$ cat src/rtl/up_dn_counter_pkg.sv
// Shared mode encodings and direction constant for the limited up/down counter.
package up_dn_counter_pkg;

  localparam logic [1:0] MODE_SAT    = 2'd0;
  localparam logic [1:0] MODE_WRAP   = 2'd1;
  localparam logic [1:0] MODE_BOUNCE = 2'd2;

  localparam logic DIR_UP = 1'b1;

endpackage

$ cat src/rtl/up_dn_step_calc.sv
// Combinational next-value calculator: one step toward a limit, with snap-in,
// overshoot handling per limit mode and bounce direction flip.
module up_dn_step_calc
  import up_dn_counter_pkg::*;
#(
  parameter int WIDTH = 8
) (
  input  logic [WIDTH-1:0] i_cnt,
  input  logic [WIDTH-1:0] i_step,
  input  logic [WIDTH-1:0] i_lo,
  input  logic [WIDTH-1:0] i_hi,
  input  logic             i_dir_up,
  input  logic [1:0]       i_mode,
  output logic [WIDTH-1:0] o_nxt,
  output logic             o_evt,
  output logic             o_flip,
  output logic             o_snap
);

  logic [WIDTH:0]   w_up;
  logic [WIDTH:0]   w_dn;
  logic [WIDTH-1:0] w_lim;
  logic [WIDTH-1:0] w_opp;
  logic [WIDTH-1:0] w_stepped;
  logic             w_ovr;
  logic             w_land;

  // Extra MSB keeps the carry/borrow so a step never silently wraps modulo 2^WIDTH.
  assign w_up = {1'b0, i_cnt} + {1'b0, i_step};
  assign w_dn = {1'b0, i_cnt} - {1'b0, i_step};

  // Select the approached limit, the opposite limit and the raw stepped value.
  always_comb begin
    if (i_dir_up) begin
      w_lim     = i_hi;
      w_opp     = i_lo;
      w_stepped = w_up[WIDTH-1:0];
      w_ovr     = (w_up > {1'b0, i_hi});
      w_land    = (w_up == {1'b0, i_hi});
    end else begin
      w_lim     = i_lo;
      w_opp     = i_hi;
      w_stepped = w_dn[WIDTH-1:0];
      w_ovr     = w_dn[WIDTH] | (w_dn[WIDTH-1:0] < i_lo);
      w_land    = (w_dn == {1'b0, i_lo});
    end
  end

  // Resolve next value and event flags.
  always_comb begin
    o_nxt  = i_cnt;
    o_evt  = 1'b0;
    o_flip = 1'b0;
    o_snap = 1'b0;
    if (i_cnt < i_lo) begin
      o_snap = 1'b1;
      o_nxt  = i_lo;
    end else if (i_cnt > i_hi) begin
      o_snap = 1'b1;
      o_nxt  = i_hi;
    end else if (w_ovr || (w_land && (i_mode == MODE_BOUNCE))) begin
      case (i_mode)
        MODE_WRAP: begin
          o_nxt = w_opp;
          o_evt = 1'b1;
        end
        MODE_BOUNCE: begin
          o_nxt  = w_lim;
          o_evt  = 1'b1;
          o_flip = 1'b1;
        end
        MODE_SAT: o_nxt = w_lim;
        default:  o_nxt = w_lim;
      endcase
    end else begin
      o_nxt = w_stepped;
    end
  end

endmodule

$ cat src/rtl/up_dn_counter_lim.sv
// Up/down counter with programmable limits, step and saturate/wrap/bounce modes.
// Holds Counter/DIR/TC registers and the reset > error > load > count priority.
module up_dn_counter_lim
  import up_dn_counter_pkg::*;
#(
  parameter int               WIDTH   = 8,
  parameter logic [WIDTH-1:0] RST_VAL = {WIDTH{1'b0}}
) (
  input  logic             CLK,
  input  logic             RST,
  input  logic [WIDTH-1:0] IN,
  input  logic             Load,
  input  logic             Up,
  input  logic             Down,
  input  logic             EN,
  input  logic [WIDTH-1:0] STEP,
  input  logic [WIDTH-1:0] LIM_LO,
  input  logic [WIDTH-1:0] LIM_HI,
  input  logic [1:0]       MODE,
  output logic [WIDTH-1:0] Counter,
  output logic             High,
  output logic             Low,
  output logic             DIR,
  output logic             TC,
  output logic             ERR
);

  logic [WIDTH-1:0] r_cnt;
  logic             r_dir;
  logic             r_tc;

  logic [WIDTH-1:0] w_load_val;
  logic [WIDTH-1:0] w_nxt;
  logic             w_dir_up;
  logic             w_count;
  logic             w_evt;
  logic             w_flip;
  logic             w_snap;

  assign ERR     = (LIM_LO > LIM_HI);
  assign High    = (r_cnt == LIM_HI);
  assign Low     = (r_cnt == LIM_LO);
  assign Counter = r_cnt;
  assign DIR     = r_dir;
  assign TC      = r_tc;

  // In bounce mode the stored direction rules; otherwise Down wins over Up.
  assign w_dir_up = (MODE == MODE_BOUNCE) ? r_dir : ~Down;
  assign w_count  = EN & (STEP != {WIDTH{1'b0}}) & (Up | Down);

  // Clamp the load value into the configured window.
  always_comb begin
    if (IN < LIM_LO) begin
      w_load_val = LIM_LO;
    end else if (IN > LIM_HI) begin
      w_load_val = LIM_HI;
    end else begin
      w_load_val = IN;
    end
  end

  up_dn_step_calc #(
    .WIDTH (WIDTH)
  ) u_step_calc (
    .i_cnt    (r_cnt),
    .i_step   (STEP),
    .i_lo     (LIM_LO),
    .i_hi     (LIM_HI),
    .i_dir_up (w_dir_up),
    .i_mode   (MODE),
    .o_nxt    (w_nxt),
    .o_evt    (w_evt),
    .o_flip   (w_flip),
    .o_snap   (w_snap)
  );

  // Counter, direction and terminal-count registers with priority resolution.
  always_ff @(posedge CLK) begin
    if (RST) begin
      r_cnt <= RST_VAL;
      r_dir <= DIR_UP;
      r_tc  <= 1'b0;
    end else if (ERR) begin
      r_tc <= 1'b0;
    end else if (Load) begin
      r_cnt <= w_load_val;
      r_tc  <= 1'b0;
    end else if (w_count) begin
      r_cnt <= w_nxt;
      r_dir <= (w_flip && !w_snap) ? ~r_dir : r_dir;
      r_tc  <= w_evt & ~w_snap;
    end else begin
      r_tc <= 1'b0;
    end
  end

endmodule

$ cat config.mk
export PLATFORM = sky130hd
export DESIGN_NAME = up_dn_counter_lim
export DESIGN_NICKNAME = d
export VERILOG_FILES = /design/src/rtl/up_dn_counter_pkg.sv /design/src/rtl/up_dn_step_calc.sv /design/src/rtl/up_dn_counter_lim.sv
export SDC_FILE = /design/constraint.sdc
export NUM_CORES = 1
export LEC_CHECK = 0
export ABC_AREA = 1
export CORE_MARGIN = 10
export CORE_UTILIZATION = 51
export CTS_CLUSTER_DIAMETER = 30
export DETAILED_ROUTE_END_ITERATION = 6
export GPL_ROUTABILITY_DRIVEN = 0
export HOLD_SLACK_MARGIN = 0.1
export PLACE_DENSITY_LB_ADDON = 0.08
export RECOVER_POWER = 25
export SYNTH_ARGS = -nofsm -noshare
export SYNTH_HDL_FRONTEND = slang
export SYNTH_SLANG_ARGS = --single-unit
$ cat constraint.sdc
create_clock -name CLK -period 2.5 [get_ports CLK]
set_input_delay 0.25 -clock CLK [delete_from_list [all_inputs] [get_ports CLK]]
set_output_delay 0.25 -clock CLK [all_outputs]
set_load 0.05 [all_outputs]
==> results of run 1 <==
==> flip-flops by register name, indices dropped and copies added, names as in the netlist <==
| register | flops |
|---|---|
| TC | 1 |
| Counter | 8 |
| DIR | 1 |
==> timing repair <==
item | CTS | global route
hold endpoints to repair | 0 | 0
buffers inserted | 13 | 7
pin swaps | 23 | 16
setup endpoints to repair | 10 | 11
resized for setup | 47 | 32
cloned | 2 | 0
==> worst paths after layout <==
path,to,cells past startpoint
worst min register to register,DIR,1
worst max-delay path,Counter[7],22
worst max register to register,Counter[7],22
worst min-delay path,DIR,1
==> synthesized netlist by cell type, drive strengths merged, types with 2 or more instances <==
| cell type | number |
|---|---|
| o21ai | 35 |
| nor2 | 36 |
| fa | 2 |
| nand4 | 7 |
| nand2 | 128 |
| ha | 73 |
| o21bai | 5 |
| nor3 | 3 |
| inv | 88 |
| dfxtp | 10 |
| a21o | 2 |
| mux2i | 3 |
| or2 | 2 |
| clkinv | 2 |
| o211ai | 10 |
| buf | 10 |
| xor2 | 8 |
| a21oi | 36 |
| nand3 | 48 |
==> metal layers <==
layer	vias to the layer above	global-route usage [%]
li1	2037	-
met1	2037	28.8
met2	311	40.0
met3	77	4.46
met4	0	9.57
met5	-	0
==> per-stage QoR <==
stage	utilization (%)	cells
4_1_cts	78.7	749
6_report	82.2	756
2_1_floorplan	-	518
3_3_place_gp	73.4	730
3_5_place_dp	73.4	730
5_1_grt	82.2	756
==> layout make-up <==
type,count,area (µm²)
inverter,90,343
sequential,10,220
fill,408,1130
tap,77,96.3
clock buffer,4,45.0
timing repair buffer,165,1410
multi-input combinational,410,3110
==> worst register-to-register path, stage by stage (launching register included) <==
cell and delay [ns]:
dfxtp_4 0.36, ha_4 0.28, inv_2 0.05, o21bai_1 0.22
nand2_1 0.09, nand3_1 0.11, xor2_1 0.21, inv_1 0.12
ha_4 0.30, nand2_2 0.08, nor2_4 0.12, nand4_1 0.15
nand2_1 0.15, inv_2 0.06, nand3_4 0.10, buf_8 0.15
nand3_1 0.08, nand3_1 0.10, nand2_1 0.06, nand2_1 0.07
nand3_1 0.08, nand2_1 0.08, inv_1 0.04
==> cell families (layout without fill, tap and decap cells) <==
group | after synthesis | count (layout) | synth area share (%)
muxes | 3 | 3 | 0.905
AOI/OAI and AO/OA | 95 | 95 | 17.6
and+or+nand+nor | 226 | 228 | 30.9
buffers and inverters | 100 | 259 | 13.2
DFF | 10 | 10 | 6.03
adders and majority gates | 75 | 75 | 28.7
xor gates and xnor gates | 9 | 9 | 2.60
==> power groups by stage <==
stage,Sequential (mW),Combinational (mW),Clock (mW)
2_1_floorplan,0.274,0.961,0
3_3_place_gp,0.205,1.55,0
4_1_cts,0.205,1.79,0.192
5_1_grt,0.208,2.26,0.202
6_report,0.207,2.11,0.202
3_5_place_dp,0.206,1.58,0
==> run metrics, run 1 <==
Syn Area/Cell 6.41 µm²; worst vdd ir 0.382 mV; Hold Crit Start DIR; CP max FO 8; Clock Tree Buf Depth 2; n_diodes 0; Period minus WS final 3.21 ns; Net Sw Power 1.29 mW; Hold Path Class reg2reg; Switching Fraction 51.5%; Die Y 101 µm; flop-to-flop setup slack -0.71 ns; Crit path max-delay family simple AND/OR/NAND/NOR gates; mapped cell area 0.00332 mm²; Area contributors post-synth ha_1 (28%), nand2_1 (13%), inv_1 (8.8%); grt ovf 0; first-pass GRT wire length 19.8 mm; crit share post-route 128%; cell count after synthesis 518; share of post-route cells with drive strength above 1 34.3%; RSZ-0062 raised after global routing yes; CP max stage cell dfxtp_4; number of DRC markers in iteration 0 613; WL final 14.0 mm; chip width 101 µm; Slew Limit Fails 0; Flop pwr share 8.2%; Vias per Instance 5.90; TritonCTS clock tree yes; register area share after synthesis 6.03%; H-Tree Depth 1; max_cap viols 0; r2r startpoint Counter[4]; crit path buf inv count 5; CP Class reg2reg; vias in the first global route 4182; largest net degree at the start of global routing 17; Nets 795; WL met1 5.21 mm; run status complete, but fails checks; Hold Vio Cnt, Final 0; Data required, critical path 2.65 ns; FMAX 312 MHz; Comb power frac 83.7%; num rows 29; element type at the critical path end flip-flop; Pre-antenna DRT Iters 6; Ys Warns 0; worst-margin pin slew 0.558 ns; IO buf count 52; WL/cell 18.5 µm; IO Count 53; commonest non-fill, non-tap cell in the layout buf_4; Post-synth top flop dfxtp_1; register bit total from synthesis 10; critical path arrival 3.35 ns; Via Count 4462; Worst Skew 0.00345 ns; remaining antenna violation count 0; Post-Syn Nets 633; clock network power share 8.0%; Async SR Flop Fraction 0%; Reg clk slew, reported paths 0.06 ns; DRC 0; Post-DP HPWL 9.59 mm; CTS sink cnt 10; slowest stage delay, CP 0.36 ns; Tot Pwr 2.51 mW; setup slack after layout -0.705 ns; area grow syn2layout 57.3%; CP Launch Type flip-flop; Die ar. 0.0101 mm²; crit path from Counter[4]; CTS buffer count 3; placed instance area 0.00466 mm²; Synth area leader ha_1; CP dominant cell by count nand2_1; most frequent cells in the layout buf_4 (111), nand2_1 (103), inv_1 (71); clk root buf clkbuf_8; Leak Pwr 2.78 nW; Max Used Layer met4; Power Internal 1.22 mW; Critical Path, Cell by Cell ha_4, inv_2, o21bai_1, nand2_1, nand3_1, xor2_1, inv_1, ha_4, nand2_2, nor2_4, nand4_1, nand2_1, inv_2, nand3_4, buf_8, nand3_1, nand3_1, nand2_1, nand2_1, nand3_1, nand2_1, inv_1; initial antenna violation count 0; met2 wire len 6.62 mm; core box area 0.00635 mm²; hold slack final 0.685 ns; share of the synthesized area in the top cell type 27.5%; Power Dens Cells 482 mW/mm²; Initial Utilization 52.3%; # hold bufs at CTS 0; wire length on met3 1.48 mm; Synth cell types 43; Post-synth EDFFs 0; post-route cell area 0.00522 mm²; Worst slew margin 62.4%; sum of negative setup slack -6.56 ns; total track usage 23.7%; failing checks setup timing; worst skew pair latency 0.25 ns; pre-CTS setup slack -0.980 ns; final setup fails 10
No activity file was read; power rests on OpenSTA's default activity.
==> run 2, diff against run 1 <==
clock period = 2.7 ns   (was 2.5 ns; I/O delays follow)
==> run 2 against run 1 <==
The flow still finishes with violations (setup timing). First-iteration DRC count decreased by 33%. Setup slack improved by 0.31 ns. Die area unchanged. Sequential share of layout area increased by 0.12 points. Utilization decreased by 2.3 points. Final area decreased by 2.8%. Power decreased by 8.1%. Flip-flop and latch count unchanged. Critical path type unchanged.
==> run metrics, run 2 (synthesized netlist as in run 1, its figures left out) <==
Via Count 4335; WL final 13.7 mm; core box area 0.00635 mm²; commonest non-fill, non-tap cell in the layout nand2_1; CP Launch Type flip-flop; vias in the first global route 3953; share of post-route cells with drive strength above 1 32.3%; chip width 101 µm; storage element area 220 µm²; CTS buffer count 3; run status complete, but fails checks; path depth of the worst reg2reg path 25; r2r startpoint Counter[0]; wire length on met3 1.28 mm; clk root buf clkbuf_8; Data required, critical path 2.91 ns; Slew Limit Fails 0; # hold bufs at CTS 0; critical path arrival 3.30 ns; Hold Crit Start DIR; Nets 778; worst-margin pin slew 0.512 ns; met2 wire len 6.57 mm; Die Y 101 µm; n_diodes 0; Period minus WS final 3.10 ns; remaining antenna violation count 0; DRC 0; initial antenna violation count 1; H-Tree Depth 1; Pre-antenna DRT Iters 5; Post-DP HPWL 9.72 mm; Reg clk slew, reported paths 0.07 ns; # fillers 441; WL/cell 18.5 µm; Vias per Instance 5.87; Worst slew margin 65.4%; flop-to-flop setup slack -0.40 ns; Initial Utilization 52.3%; total track usage 23.5%; largest net degree at the start of global routing 17; slowest stage delay, CP 0.38 ns; Die ar. 0.0101 mm²; Leak Pwr 2.71 nW; Hold Vio Cnt, Final 0; setup slack after layout -0.396 ns; CP Class reg2reg; area of the multi-input gates 0.00304 mm²; pre-CTS setup slack -0.821 ns; crit share post-route 115%; worst vdd ir 0.418 mV; grt ovf 0; dpl cells 715; worst skew pair latency 0.26 ns; IO buf count 52; CP max FO 8; element type at the critical path end flip-flop; WL met1 5.08 mm; most frequent cells in the layout nand2_1 (104), buf_4 (91), inv_1 (69); Hold Path Class reg2reg; final setup fails 10; RSZ-0062 raised after global routing yes; first-pass GRT wire length 19.4 mm; final cell count without fillers 739; CP dominant cell by count nand2_1; failing checks setup timing; FMAX 323 MHz; CP max stage cell dfxtp_4; num rows 29; CTS sink cnt 10; RR Endpoint Counter[5]; number of DRC markers in iteration 0 413; Power Dens Cells 456 mW/mm²; Max Used Layer met4; IO Count 53; hold path depth 1; Worst Skew 0.0125 ns; area grow syn2layout 52.8%; TritonCTS clock tree yes; Hold EP DIR; max FFs per register 8; max_cap viols 0; Clock Tree Buf Depth 2
[run 2: metal layers]
layer  up-vias  global-route usage [%]
li1       2001                       -
met1      2001                    27.1
met2       252                    40.4
met3        81                    6.72
met4         0                    7.50
met5         -                       0
[run 2: repair_timing]
action                                  4_1_cts  5_1_grt
gates cloned                                  0        1
gates resized for setup                      51       30
pin swaps                                    24       23
endpoints found under the setup margin       10       11
buffers inserted                              9       10
[run 2: worst max-delay path by stage]
stage | start | cells past startpoint | slack [ns] | endpoint
floorplan | Counter[0] | 22 | -0.11 | Counter[3]
global placement | STEP[5] | 23 | -0.75 | Counter[3]
detailed placement | STEP[0] | 23 | -0.82 | Counter[1]
CTS | Counter[0] | 22 | -0.29 | Counter[5]
global route | Counter[0] | 23 | -0.58 | Counter[1]
finish | Counter[0] | 25 | -0.40 | Counter[5]
[run 2: power breakdown]
part           total (mW)  switching [mW]  internal (mW)
Clock               0.219          0.0892          0.130
Combinational        1.90            1.07          0.834
Sequential          0.191          0.0237          0.168
[run 2: worst max-delay path, delay by kind of cell, from the launching register on]
family / cells / cell delay (ns)
flip-flops: 1 / 0.38
AO/OA/AOI/OAI: 2 / 0.34
buffers and inverters: 6 / 0.58
AND/OR/NAND/NOR: 15 / 1.30
adder cells (fa/ha/maj): 2 / 0.46
[run 2: final cells by class]
class	count	share of cell area (%)
Clock buffer	4	1.09
Timing Repair Buffer	149	25.9
Tap cell	77	1.90
Multi-Input combinational cell	409	60.0
Sequential cell	10	4.34
Inverter	90	6.81
[run 2: stage by stage]
stage / power (mW) / instance area [µm²] / TNS [ns] / hold WS, ns / utilization [%]
5_1_grt: 2.45 / 5070 / -4.81 / 0.645 / 79.9
3_5_place_dp: 1.66 / 4560 / -7.36 / 0.617 / 71.8
4_1_cts: 2.03 / 4870 / -2.40 / 0.629 / 76.6
2_1_floorplan: 1.14 / 3410 / -0.834 / 0.522 / -
6_report: 2.31 / 5070 / -3.37 / 0.642 / 79.9
3_3_place_gp: 1.61 / 4560 / -6.80 / 0.607 / 71.8
==> run 3, diff against run 2 <==
SKIP_LAST_GASP = 1   (was unset)
==> run 3 against run 2 <==
The run ends with DRC, setup timing left. Sequential share of layout area about the same. Maximum frequency decreased by 6.5%. Flip-flop and latch count unchanged. Clock power about the same. Combinational power about the same. Critical path depth decreased by 4. Global-route usage about the same. Power increased by 0.97%. Largest cell class unchanged. Highest routed layer unchanged.
==> run metrics, run 3 (synthesized netlist as in run 1, its figures left out) <==
Leak Pwr 2.71 nW; clock network power share 9.3%; area grow syn2layout 53.8%; Power Dens Cells 457 mW/mm²; number of DRC markers in iteration 0 476; Initial Utilization 52.3%; sum of negative setup slack -5.02 ns; TritonCTS clock tree yes; num rows 29; crit share post-route 123%; Slew Limit Fails 0; H-Tree Depth 1; Hold Path Class reg2reg; worst vdd ir 0.410 mV; DRC 1; hold slack final 0.679 ns; Comb power frac 82.5%; Vias per Instance 5.88; Reg clk slew, reported paths 0.07 ns; IO Count 53; Die ar. 0.0101 mm²; IO buf count 52; initial antenna violation count 1; critical path arrival 3.50 ns; Via Count 4339; Switching Fraction 51.3%; WL final 13.9 mm; Worst slew margin 65.1%; Clock Tree Buf Depth 2; vias in the first global route 3947; largest net degree at the start of global routing 17; slowest stage delay, CP 0.37 ns; grt ovf 0; Post-DP HPWL 9.72 mm; Flop pwr share 8.2%; max_cap viols 0; max FFs per register 8; remaining antenna violation count 0; # hold bufs at CTS 0; dpl cells 715; FMAX 302 MHz; CP dominant cell by count nand2_1; final cell count without fillers 738; CTS buffer count 3; total track usage 23.4%; final setup fails 10; share of post-route cells with drive strength above 1 32.4%; Critical Path, Cell by Cell inv_4, ha_4, inv_4, fa_2, a31o_4, xor2_2, inv_1, ha_1, nand2_1, nor2_2, nand2_1, o211ai_1, nand3_4, buf_8, nand3_1, nand3_2, nand2_1, nand2_1, nand3_2, nand2_1, inv_1; r2r startpoint Counter[0]; most frequent cells in the layout nand2_1 (104), buf_4 (87), inv_1 (69); Net Sw Power 1.20 mW; failing checks DRC, setup timing; Tot Pwr 2.33 mW; Hold Vio Cnt, Final 0; core box area 0.00635 mm²; chip width 101 µm; CTS sink cnt 10; Data required, critical path 2.89 ns; worst skew pair latency 0.26 ns; RSZ-0062 raised after global routing yes; Die Y 101 µm; Power Internal 1.14 mW; CP Class reg2reg; Period minus WS final 3.31 ns; placed instance area 0.00456 mm²; flop-to-flop setup slack -0.61 ns; commonest non-fill, non-tap cell in the layout nand2_1; pre-CTS setup slack -0.821 ns; RR Endpoint Counter[3]; Critical Path End Counter[3]; Nets 776; clk root buf clkbuf_8; final core utilization 80.4%; post-route cell area 0.00510 mm²; element type at the critical path end flip-flop; CP max FO 8; Pre-antenna DRT Iters 7; path depth of the worst reg2reg path 21; CP max stage cell fa_2; first-pass GRT wire length 19.4 mm; run status complete, but fails checks; # fillers 437; crit path from Counter[0]; WL/cell 18.8 µm; CP Launch Type flip-flop; setup slack after layout -0.612 ns; worst-margin pin slew 0.522 ns; Worst Skew 0.0142 ns
run 3: changes by cell type in the layout (fill, tap and decap cells not counted), sizes merged:
cell           before  now
buf               100   98
clkdlybuf4s50      40   39
diode               0    1
dlygate4sd3         2    3
run 3: area by class of cell:
type / instances / area, µm² / share of cell area, %
multi-input cells: 409 / 3070 / 60.1
repair buffers: 147 / 1320 / 25.8
inverters: 90 / 345 / 6.77
flip-flops and latches: 10 / 220 / 4.31
well taps: 77 / 96.3 / 1.89
clock buffers: 4 / 55.1 / 1.08
diodes: 1 / 2.50 / 0.0490
run 3: repair_timing:
item                                    4_1_cts  5_1_grt
pin swaps                                    24       25
gates cloned                                  0        1
buffers inserted                              9        8
endpoints found under the setup margin       10       11
resized for setup                            50       37
run 3: power groups by stage:
| stage | logic, mW | clock network, mW | registers, mW |
|---|---|---|---|
| 2_1_floorplan | 0.890 | 0 | 0.253 |
| 3_3_place_gp | 1.42 | 0 | 0.191 |
| 3_5_place_dp | 1.47 | 0 | 0.190 |
| 4_1_cts | 1.63 | 0.210 | 0.190 |
| 5_1_grt | 2.05 | 0.220 | 0.193 |
| 6_report | 1.93 | 0.217 | 0.191 |
run 3: worst min-delay path by stage:
stage,from,endpoint,cells after the start
after detailed placement,DIR,DIR,1
after CTS,DIR,DIR,1
after global routing,DIR,DIR,2
after global placement,DIR,DIR,1
final,DIR,DIR,2
after floorplan,EN,TC,4
run 3: routing by layer:
layer,track usage [%],part of all wire [%]
met2,40.3,47
met3,6.79,10
met1,27.0,37
met5,0,0
met4,7.50,5.9
run 3: worst max-delay path: cells and delay by family, from the launching register on:
kind | cells | cell delay [ns]
buffers and inverters | 5 | 0.43
XOR/XNOR | 1 | 0.25
AO/OA/AOI/OAI | 2 | 0.41
AND/OR/NAND/NOR | 10 | 1.01
flip-flops | 1 | 0.36
adder cells (fa/ha/maj) | 3 | 0.80
